## config.mk

```make
export PLATFORM = sky130hd
export DESIGN_NAME = tiny8_memory
export DESIGN_NICKNAME = d
export VERILOG_FILES = /design/src/rtl/tiny8_memory.sv
export SDC_FILE = /design/constraint.sdc
export NUM_CORES = 2
export LEC_CHECK = 0
export CORE_UTILIZATION = 63
export DETAILED_ROUTE_END_ITERATION = 16
export GPL_ROUTABILITY_DRIVEN = 0
export MAX_ROUTING_LAYER = met4
export PLACE_DENSITY_LB_ADDON = 0.08
export SLEW_MARGIN = 10
export SYNTH_ARGS = -nofsm -noshare
export SYNTH_HDL_FRONTEND = slang
export SYNTH_SLANG_ARGS = --single-unit
```

## constraint.sdc

```tcl
create_clock -name clk -period 7.9 [get_ports clk]
set_input_delay 1.58 -clock clk [delete_from_list [all_inputs] [get_ports clk]]
set_output_delay 1.58 -clock clk [all_outputs]
set_load 0.01 [all_outputs]
```

## src/rtl/tiny8_memory.sv

```systemverilog
// Single-port byte memory for the tiny8 datapath: fixed-latency CPU port with a
// one-cycle response pulse, plus a side-band load port usable only while idle.
module tiny8_memory #(
   parameter int unsigned LATENCY = 2,
   parameter int unsigned DEPTH   = 256
) (
   input  logic       clk,
   input  logic       rst_n,
   input  logic       mem_read,
   input  logic       mem_write,
   input  logic [7:0] mem_addr,
   input  logic [7:0] mem_wdata,
   output logic [7:0] mem_rdata,
   output logic       mem_resp,
   input  logic       ld_en,
   input  logic [7:0] ld_addr,
   input  logic [7:0] ld_data,
   output logic       ld_ack,
   output logic       err
);

   localparam int unsigned AW       = (DEPTH > 1) ? $clog2(DEPTH) : 1;
   localparam logic [3:0]  CNT_INIT = 4'(LATENCY - 1);

   typedef enum logic [1:0] {IDLE, WAIT, RESP} state_t;

   state_t          state, state_nx;
   logic [3:0]      cnt;
   logic [AW-1:0]   cap_idx;
   logic [7:0]      cap_wdata;
   logic            cap_rd;
   logic            cap_wr;
   logic [7:0]      mem [DEPTH];

   logic            req;
   logic            accept;
   logic            ld_accept;
   logic            mem_we;
   logic            rd_load;
   logic [AW-1:0]   req_idx;
   logic [AW-1:0]   ld_idx;
   logic [AW-1:0]   rd_idx;

   assign req       = mem_read | mem_write;
   assign accept    = (state == IDLE) && req;
   assign ld_accept = (state == IDLE) && !req && ld_en;
   assign mem_we    = (state == RESP) && cap_wr;
   assign req_idx   = AW'(32'(mem_addr) % DEPTH);
   assign ld_idx    = AW'(32'(ld_addr) % DEPTH);
   assign mem_resp  = (state == RESP);

   // With LATENCY==1 the read data is fetched on the accepting edge, so the
   // live address is used; otherwise the captured one.
   assign rd_idx  = (state == IDLE) ? req_idx : cap_idx;
   assign rd_load = (state_nx == RESP) && ((state == IDLE) ? mem_read : cap_rd);

   always_ff @(posedge clk or negedge rst_n) begin
      if (!rst_n) state <= IDLE;
      else        state <= state_nx;
   end

   always_comb begin
      state_nx = state;
      case (state)
         IDLE:    if (req) state_nx = (LATENCY == 1) ? RESP : WAIT;
         WAIT:    if (cnt <= 4'd1) state_nx = RESP;
         RESP:    state_nx = IDLE;
         default: state_nx = IDLE;
      endcase
   end

   always_ff @(posedge clk or negedge rst_n) begin
      if (!rst_n) begin
         cnt       <= '0;
         cap_idx   <= '0;
         cap_wdata <= '0;
         cap_rd    <= 1'b0;
         cap_wr    <= 1'b0;
         mem_rdata <= '0;
         ld_ack    <= 1'b0;
         err       <= 1'b0;
      end else begin
         ld_ack <= ld_accept;
         if (accept) begin
            cnt       <= CNT_INIT;
            cap_idx   <= req_idx;
            cap_wdata <= mem_wdata;
            cap_rd    <= mem_read;
            cap_wr    <= mem_write & ~mem_read;
            if (mem_read && mem_write) err <= 1'b1;
         end else if (state == WAIT) begin
            cnt <= cnt - 4'd1;
         end
         if (rd_load) mem_rdata <= mem[rd_idx];
      end
   end

   // Array is not reset; writes are held off while reset is asserted so an
   // aborted transaction or a stray load cannot modify it.
   always_ff @(posedge clk) begin
      if (rst_n) begin
         if (mem_we)         mem[cap_idx] <= cap_wdata;
         else if (ld_accept) mem[ld_idx]  <= ld_data;
      end
   end

endmodule

```

==> summary.txt <==
Synthesis
  – Ys async rst share: 1.63%
  – Post-Syn Nets: 5594
  – Synthesis warning total: 0
  – Mapped cell area: 82000 um2
  – Register area share after synthesis: 76.0%
  – Synth Register Bits: 2082
  – Mapped Cells: 5555
  – Synth unique cells: 62
  – Avg Inst Size Synth: 14.8 um2
  – Top FF cell, synth: edfxtp_1
  – EDFF count, synth: 2048

Clock tree
  – Worst-Skew Late Latency: 0.84 ns
  – CTS buffer count: 199
  – H-tree depth: 4
  – CTS tree: done
  – Clock transition at path regs: 0.06 ns
  – CTS root buf: clkbuf_16
  – Max clock buf depth: 3
  – Postcts setup bufs: 0
  – # hold bufs at CTS: 0
  – CTS sink cnt: 2082
  – Post-cts sizing count: 0

Setup path
  – Startpoint types: input port
  – CP Capture Type: register
  – Crit path from: mem_addr[0]
  – Reg-to-Reg Start: state[1]
  – Data required time of the critical path: 8.56 ns
  – Worst EP arrival: 6.64 ns
  – Setup slack, reg-to-reg: 2.40 ns
  – R2R Path End: mem_rdata[4]
  – Critical path class: in2reg
  – Worst reg2reg path depth: 11
  – Worst-path fanout max: 40

Timing
  – Max-slew headroom: 15.2%
  – Slew @ Worst Pin: 1.26 ns
  – Tcrit/Tclk final: 75.7%
  – Hold Vio Cnt, Final: 0
  – F_max: 167 MHz
  – Hold_ws: 0.466 ns
  – Worst clock skew: 0.0220 ns
  – Setup WS post-layout: 1.92 ns
  – RSZ-0062 raised after global routing: false
  – Post-route setup TNS: 0 ns
  – Slew Limit Fails: 0
  – Final setup vio count: 0
  – Minimum clock period: 5.98 ns

Floorplan
  – I/O pins: 48
  – Die extent in x: 363 um
  – Die ar.: 132000 um2
  – Initial Utilization: 63.4%
  – Core Area: 129000 um2
  – DIE HEIGHT: 363 um
  – Cell Rows: 132

Routing
  – Antenna Violating Nets Remaining: 0
  – DR pass1 iterations: 7
  – Routed WL: 231 mm
  – Drt drc: 0
  – Via Count: 50200
  – Wire per inst: 30.8 um
  – Vias/cell: 6.70
  – Initial DRC Count: 8397

Run status
  – Status: finished clean

Global route
  – GRT Resource Usage Total: 36.3%
  – Vias in the first global route: 47200
  – Overflow left after global routing: 0
  – Largest net degree at the start of global routing: 173
  – Initial antenna violation count: 10
  – First-pass GRT wire length: 330 mm

Pwr
  – Cell Pwr Density: 401 nW/um2
  – Pleak: 0.0295 uW
  – VDD IR-drop max: 0.478 mV

Min path
  – WHS Path Cells: 1
  – Hold Path Class: reg2reg
  – WHS Endpoint: err
  – Hold Path Origin: err

Final layout
  – Core Util, Final: 70.1%
  – Layout area overhead: 10.6%
  – Nets: 5622
  – Share of layout cells above drive strength 1: 10.2%

Run
  – Max cap viols: 0

Place
  – Dpl hpwl: 141 mm
  – Worst slack, placed: 1.26 ns
  – Port bufs: 47
-- critical path, cell delays in order --
cell             delay (ns)
clkdlybuf4s50_1        0.63
or3b_1                 0.45
and2_4                 0.38
buf_4                  0.36
nor2_1                 0.67
buf_4                  0.36
a32oi_1                0.09
a21oi_1                0.31
nor3_1                 0.15
or4_1                  0.68
a31oi_1                0.80
a211oi_1               0.10
-- cells in the final DEF, fill, tap and decap left out, types with 7 or more instances in the layout --
master           Yosys  layout
clkinv_2             0      36
a311oi_1             8       8
buf_4               22     103
nand2b_1             8       8
and3_1              21      21
a31oi_1            148     148
a32oi_1             69      69
a21oi_1            100     100
a22o_1              19      19
o22ai_1              9       9
nor3_1              22      21
or3_1                9       9
edfxtp_1          2048    2048
a221oi_1            23      23
nand2_4              0      10
nor2_2               2       7
inv_1                7       7
mux2i_1            116     112
nor4_1              12      12
clkbuf_1           137      48
clkinv_1             0      46
diode_2              0       7
buf_12               0      16
or4_1                7       7
nand3b_1            13      13
nand2_1           1326    1316
o2111ai_1           12      12
nand4_1            103     103
clkdlybuf4s50_1      0      46
o31ai_1              8       7
mux2_2              13      11
dfrtp_1             34      34
clkbuf_16            0     204
bufinv_16            0      14
a22oi_1             44      44
o21ai_0             28      27
nand3_1            468     464
nor2_1             314     303
mux4_2             139     139
a211oi_1            16      16
-- metal layers --
layer | part of all wire (%) | global-route usage, %
met1 | 37 | 50.7
met4 | 5.2 | 16.5
met5 | 0 | -
met3 | 13 | 8.93
met2 | 45 | 51.1
-- registers in the layout (all words and copies together), names as in the netlist --
| name | flops |
|---|---|
| cap_rd | 1 |
| state | 2 |
| cap_wdata | 8 |
| ld_ack | 1 |
| cap_wr | 1 |
| cnt | 4 |
| mem_rdata | 8 |
| cap_idx | 8 |
| mem | 2048 |
| err | 1 |
-- synthesized netlist by cell type, types with 69 or more instances --
library cell | count | area [um2]
clkbuf_1 | 137 | 514
nand4_1 | 103 | 644
a32oi_1 | 69 | 604
mux2i_1 | 116 | 1160
a31oi_1 | 148 | 926
nand2_1 | 1326 | 4980
nor2_1 | 314 | 1180
a21oi_1 | 100 | 500
mux4_2 | 139 | 3130
edfxtp_1 | 2048 | 61500
nand3_1 | 468 | 2340
buf_2 | 137 | 686
-- power by group --
group	leakage [uW]	total (uW)	internal (uW)	switching (uW)
combinational	0.00747	13200	3390	9780
sequential	0.0189	14000	13900	125
clock	0.00307	9250	5220	4040
-- how the worst max path moves through the flow --
| stage | to | slack (ns) | cells after the start |
|---|---|---|---|
| 6_report | mem_rdata[2] | 1.92 | 12 |
| 5_1_grt | mem[192][4] | 2.04 | 9 |
| 4_1_cts | mem_rdata[5] | 2.13 | 12 |
| 3_5_place_dp | mem_rdata[3] | 1.26 | 12 |
| 3_3_place_gp | mem[140][6] | 1.30 | 9 |
| 2_1_floorplan | mem[0][0] | 1.38 | 8 |
-- cell type report --
cell class              instances  area (um2)
flip-flops and latches       2082       62300
well taps                    1742        2180
fillers                      8490       38600
multi-input cells            3127       18300
clock buffers                 257        5350
clock inverters               106         892
diodes                          7        17.5
repair buffers                166        1560
inverters                       7        26.3
-- per-stage QoR --
stage | std cells | cell area (um2) | power, uW
floorplan | 5555 | 82000 | 22300
global placement | 7124 | 84400 | 26800
detailed placement | 7124 | 84400 | 27000
CTS | 7487 | 90700 | 36100
global route | 7494 | 90700 | 37400
finish | 7494 | 90700 | 36400
-- cell families (layout without fill, tap and decap cells) --
| kind of cell | count (synthesis) | in the layout | share of synthesized area [%] |
|---|---|---|---|
| AO/OA/AOI/OAI | 527 | 527 | 4.45 |
| other | 0 | 7 | 0 |
| buffers and inverters | 346 | 536 | 1.98 |
| flip-flops | 2082 | 2082 | 76.0 |
| multiplexers | 269 | 269 | 5.43 |
| adder cells (fa/ha/maj) | 2 | 2 | 0.0305 |
| AND/OR/NAND/NOR | 2326 | 2326 | 12.1 |
| XOR/XNOR | 3 | 3 | 0.0320 |
Note: power is estimated with default switching activity, not from simulation.
